<file path="src/rtl/fd_reg_pkg.sv">
// fd_reg_pkg: exception codes and memory-map defaults shared by the IFU, the F/D register and CP0
package fd_reg_pkg;
    localparam logic [4:0]  EXC_NONE       = 5'd0;
    localparam logic [4:0]  EXC_ADEL       = 5'd4;
    localparam logic [31:0] RESET_PC_DEF   = 32'h0000_3000;
    localparam logic [31:0] IM_LO_DEF      = 32'h0000_3000;
    localparam logic [31:0] IM_HI_DEF      = 32'h0000_6FFC;
    localparam logic [31:0] HANDLER_PC_DEF = 32'h0000_4180;
endpackage

</file>
<file path="src/rtl/fd_reg_fetch_chk.sv">
// fetch_chk: flags a fetch address that is misaligned or outside instruction memory
// Ports: pc (fetch address in), fetch_err (fault flag out)
module fetch_chk #(
    parameter logic [31:0] IM_LO = 32'h0000_3000,
    parameter logic [31:0] IM_HI = 32'h0000_6FFC
) (
    input  logic [31:0] pc,
    output logic        fetch_err
);
    assign fetch_err = (pc[1:0] != 2'b00) || (pc < IM_LO) || (pc > IM_HI);
endmodule

</file>
<file path="src/rtl/fd_reg.sv">
// fd_reg: F-to-D pipeline register with fetch-fault tagging, flush on exception/eret, and stall hold
// Ports: clk, reset (sync, active-high); stall, req, eretD, EPC control the update;
//        F_pc/F_instr/F_bd are the fetched inputs; D_* are the registered decode-stage outputs.
module fd_reg
    import fd_reg_pkg::*;
#(
    parameter logic [31:0] RESET_PC   = RESET_PC_DEF,
    parameter logic [31:0] IM_LO      = IM_LO_DEF,
    parameter logic [31:0] IM_HI      = IM_HI_DEF,
    parameter logic [31:0] HANDLER_PC = HANDLER_PC_DEF
) (
    input  logic        clk,
    input  logic        reset,
    input  logic        stall,
    input  logic        req,
    input  logic        eretD,
    input  logic [31:0] EPC,
    input  logic [31:0] F_pc,
    input  logic [31:0] F_instr,
    input  logic        F_bd,
    output logic [31:0] D_instr,
    output logic [31:0] D_pc,
    output logic [31:0] D_pcPlus4,
    output logic [4:0]  D_excCode,
    output logic        D_bd
);
    logic        fetch_err;
    logic        flush;
    logic [31:0] pc_d, pc_q, instr_d, instr_q;
    logic [4:0]  exc_d, exc_q;
    logic        bd_d, bd_q;

    fetch_chk #(.IM_LO(IM_LO), .IM_HI(IM_HI)) u_fetch_chk (
        .pc        (F_pc),
        .fetch_err (fetch_err)
    );

    // reset, req and eret all clear the payload; only the PC they load differs
    assign flush = reset || req || eretD;

    always_comb begin
        pc_d    = reset ? RESET_PC : req ? HANDLER_PC : eretD ? EPC : stall ? pc_q : F_pc;
        // a faulting fetch keeps its true PC but carries a squashed instruction and AdEL
        instr_d = flush ? 32'h0 : stall ? instr_q : fetch_err ? 32'h0 : F_instr;
        exc_d   = flush ? EXC_NONE : stall ? exc_q : fetch_err ? EXC_ADEL : EXC_NONE;
        bd_d    = flush ? 1'b0 : stall ? bd_q : F_bd;
    end

    always_ff @(posedge clk) begin
        pc_q    <= pc_d;
        instr_q <= instr_d;
        exc_q   <= exc_d;
        bd_q    <= bd_d;
    end

    assign D_pc      = pc_q;
    assign D_instr   = instr_q;
    assign D_excCode = exc_q;
    assign D_bd      = bd_q;
    assign D_pcPlus4 = pc_q + 32'd4;
endmodule
</file>
<file path="config.mk">
export PLATFORM = sky130hd
export DESIGN_NAME = fd_reg
export DESIGN_NICKNAME = d
export VERILOG_FILES = /design/src/rtl/fd_reg_pkg.sv /design/src/rtl/fd_reg_fetch_chk.sv /design/src/rtl/fd_reg.sv
export SDC_FILE = /design/constraint.sdc
export NUM_CORES = 1
export LEC_CHECK = 0
export CORE_ASPECT_RATIO = 0.6
export CORE_UTILIZATION = 43
export CTS_BUF_LIST = sky130_fd_sc_hd__clkbuf_2 sky130_fd_sc_hd__clkbuf_4 sky130_fd_sc_hd__clkbuf_8
export CTS_CLUSTER_SIZE = 25
export DETAILED_ROUTE_END_ITERATION = 12
export PLACE_DENSITY_LB_ADDON = 0.1
export SETUP_SLACK_MARGIN = 0.02
export SYNTH_ARGS = -nofsm -noshare
export SYNTH_HDL_FRONTEND = slang
export SYNTH_SLANG_ARGS = --single-unit
</file>
<file path="constraint.sdc">
create_clock -name clk -period 3.9 [get_ports clk]
set_clock_uncertainty 0.15 [all_clocks]
set_input_delay 0.78 -clock clk [delete_from_list [all_inputs] [get_ports clk]]
set_output_delay 0.78 -clock clk [all_outputs]
set_load 0.02 [all_outputs]
</file>
==> flow_summary.ini <==
[status]
status = completed

[detailed_routing]
drtIter0Drc = 245
firstDrtPassIters = 4
antenna_left = 0
wirelength_um = 11600
via_per_inst = 5.14
routedWlPerCell_um = 15.5
num_vias = 3857
drc = 0

[sta]
holdWs_ps = 350
hold_viol = 0
layout_min_cycle_time_ps = 3530
slew-limit-headroom_pct = 22.5
timing.fmax_mhz = 283
setup_tns_ps = 0
finalCritPeriodShare_pct = 90.5
slew_violations = 0
setup_viol = 0
rsz0062_at_grt = false
tightest_slew_ps = 1160

[floorplanning]
die_h_um = 73.0
boundaryPins = 204
fp.dieW_um = 120
fp.coreArea_um2 = 8010
rows = 25
die_area_um2 = 8780
initial_core_util_pct = 45.1

[global_route]
overflow = 0
grt_max_degree = 62
grt_pass1_wl_um = 18200
grt_pass1_vias = 3700
antenna_found_initial = 0
grtUsageTotal_pct = 26.9

[min_path]
hold_path.class = reg -> reg

[layout]
seq_area_um2 = 1320
syn2layout_area_growth_pct = 59.9
final_core_util_pct = 72.1
n_antenna_cell = 0
fillers = 666
layout.nets = 742
multi_input_area_um2 = 1960
final_layout_size_suffix_gt1_share_pct = 4.98
final_cells = 751
final_area_um2 = 5770

[setup_path]
cp.buffers_inverters = 1
crit_path_max_fanout = 8
cp_cell_sequence = and4_1, nand4_2, nor3_1, xor2_1, clkdlybuf4s50_1
r2r_slack_ps = 2760
rr_worst_depth = 3
max_stage_delay_ps = 620
critPathRequiredTime_ps = 2970
cp_top_family = simple AND/OR/NAND/NOR gates
crit_start = D_pc[12]$_SDFFE_PP1P_
endpoint = D_pcPlus4[31]
crit_arrival_ps = 2600
r2r-end = D_pc[8]$_SDFFE_PP0P_
cp-end-kind = primary output
crit_type = reg -> out
crit_cells = 5
crit_slowest_cell = clkdlybuf4s50_1
startpoint_type = flip-flop
reg2reg_from = D_pc[8]$_SDFFE_PP0P_

[logic_synthesis]
synth_async_sr_flop_share_pct = 0
synth_flop_cell = dfxtp_1
synth.largest_area_cell = dfxtp_1
yosysSeqAreaShare_pct = 36.6
synth_cells = 457
yosysTopAreaCellShare_pct = 36.6
synth_area_leaders = dfxtp_1 37%, nor2_1 9.8%, mux2i_1 9.2%
yosys_warnings = 0
synth.cell_area_um2 = 3610
synth.distinct_cells = 38
ys_ff_latch = 66
synth-edff-count = 0
avgSynthCellArea_um2 = 7.90

[clock_network]
cts.sinks = 66
htree_levels = 3
tritoncts = yes
cts.path.max_buffers = 2
cts.hold.buffers_added = 0
clk_latency_ps = 350
root_buffer = clkbuf_8
path_clk_slew_ps = 70
cts_resized = 0
cts_inserted_buffers = 9
cts_setup_buffers = 0

[placed_design]
place.gp.congestion = 0.821
dpl.hpwl_um = 8560
dp_cells = 736
placed_cell_area_um2 = 5580
placement.io_buffers = 199

[power_and_ir_drop]
p_leak_uw = 0.00233
ir_drop_mv = 0.225
cellPowerDensity_nw_per_um2 = 281

[flow_run]
maxCapViolations = 0
metal layers:
layer,vias to the layer above,wire [um],part of all wire (%),global-route usage [%]
met3,30,1210,10,10.9
met4,0,296,2.5,11.7
met5,-,0,0,0
li1,1869,-,-,-
met2,167,5200,45,43.8
met1,1791,4930,42,31.8
registers in the layout, indices dropped and copies added, names as in the netlist:
signal	flops
D_instr	32
D_bd	1
D_excCode	1
D_pc	32
final cells by class:
class	instances	share of cell area, %
Clock buffer	10	2.38
Clock inverter	5	0.954
Inverter	39	2.54
Multi-Input combinational cell	319	33.9
Sequential cell	66	22.9
Tap cell	108	2.34
Timing Repair Buffer	204	35.0
power by group:
group          leakage, uW  switching [uW]  total (uW)  internal, uW
Sequential        0.000537            24.9         714           690
Clock            0.0000941             270         577           307
Combinational      0.00170             146         330           184
Total              0.00233             441        1620          1180
cells in the mapped netlist (2+ instances only):
master / instances
xor2_1: 15
a21o_1: 2
o21ai_0: 2
nor3_1: 9
a21oi_1: 30
dfxtp_1: 66
nand3_1: 8
buf_6: 4
nor4_1: 4
and3_1: 2
mux2i_1: 33
buf_1: 4
nor2_1: 94
buf_4: 6
o31a_1: 32
mux2_2: 3
nand2_1: 44
nand4_1: 3
inv_1: 39
and4_1: 7
buf_2: 7
xnor2_1: 13
clkbuf_1: 15
per-stage QoR:
step	total power, uW	worst slack [ps]
finish	1620	370
global route	1690	222
CTS	1630	373
detailed placement	1060	774
global placement	1050	846
floorplan	872	1210
how the worst min path moves through the flow:
stage,startpoint,end,cells after the start
after floorplan,D_excCode[2]$_SDFFE_PP0N_,D_excCode[2]$_SDFFE_PP0N_,2
after global placement,D_bd$_SDFFE_PP0N_,D_bd$_SDFFE_PP0N_,2
after detailed placement,D_bd$_SDFFE_PP0N_,D_bd$_SDFFE_PP0N_,2
after CTS,D_bd$_SDFFE_PP0N_,D_bd$_SDFFE_PP0N_,2
after global routing,D_excCode[2]$_SDFFE_PP0N_,D_excCode[2]$_SDFFE_PP0N_,2
final,D_bd$_SDFFE_PP0N_,D_bd$_SDFFE_PP0N_,2
worst reg2reg max path: cells and delay by family, from the launching register on:
kind,cells,cell delay [ps]
multiplexers,2,410
flip-flops,1,380
AO/OA/AOI/OAI,1,80
cell families (layout without fill, tap and decap cells):
family          Yosys count  after routing  share of synthesized area, %
fa+ha+maj                 1              1                         0.347
xor+xnor                 28             28                          6.79
compound gates           68             68                          13.2
simple gates            182            182                          23.4
flops                    66             66                          36.6
buf+inv                  75            258                          9.50
other cells               1              4                         0.104
mux                      36             36                          10.1
placed cells by master (no fill, tap or decap), types with 2 or more instances in the layout:
cell | Yosys | final
o31a_1 | 32 | 32
xnor2_1 | 13 | 13
clkbuf_8 | 0 | 10
xor2_1 | 15 | 15
and4_1 | 7 | 7
a21oi_1 | 30 | 30
buf_4 | 6 | 5
clkinv_2 | 0 | 2
nor3_1 | 9 | 9
mux2_2 | 3 | 3
nand4_1 | 3 | 3
a21o_1 | 2 | 2
clkdlybuf4s50_1 | 0 | 197
nor4_1 | 4 | 4
buf_2 | 7 | 2
nand3_1 | 8 | 8
inv_1 | 39 | 39
o21ai_0 | 2 | 2
nor2_1 | 94 | 94
dfxtp_1 | 66 | 66
and3_1 | 2 | 2
mux2i_1 | 33 | 33
nand2_1 | 44 | 44
conb_1 | 1 | 4
clkinvlp_4 | 0 | 2
Power figures use the tool's default switching activity.
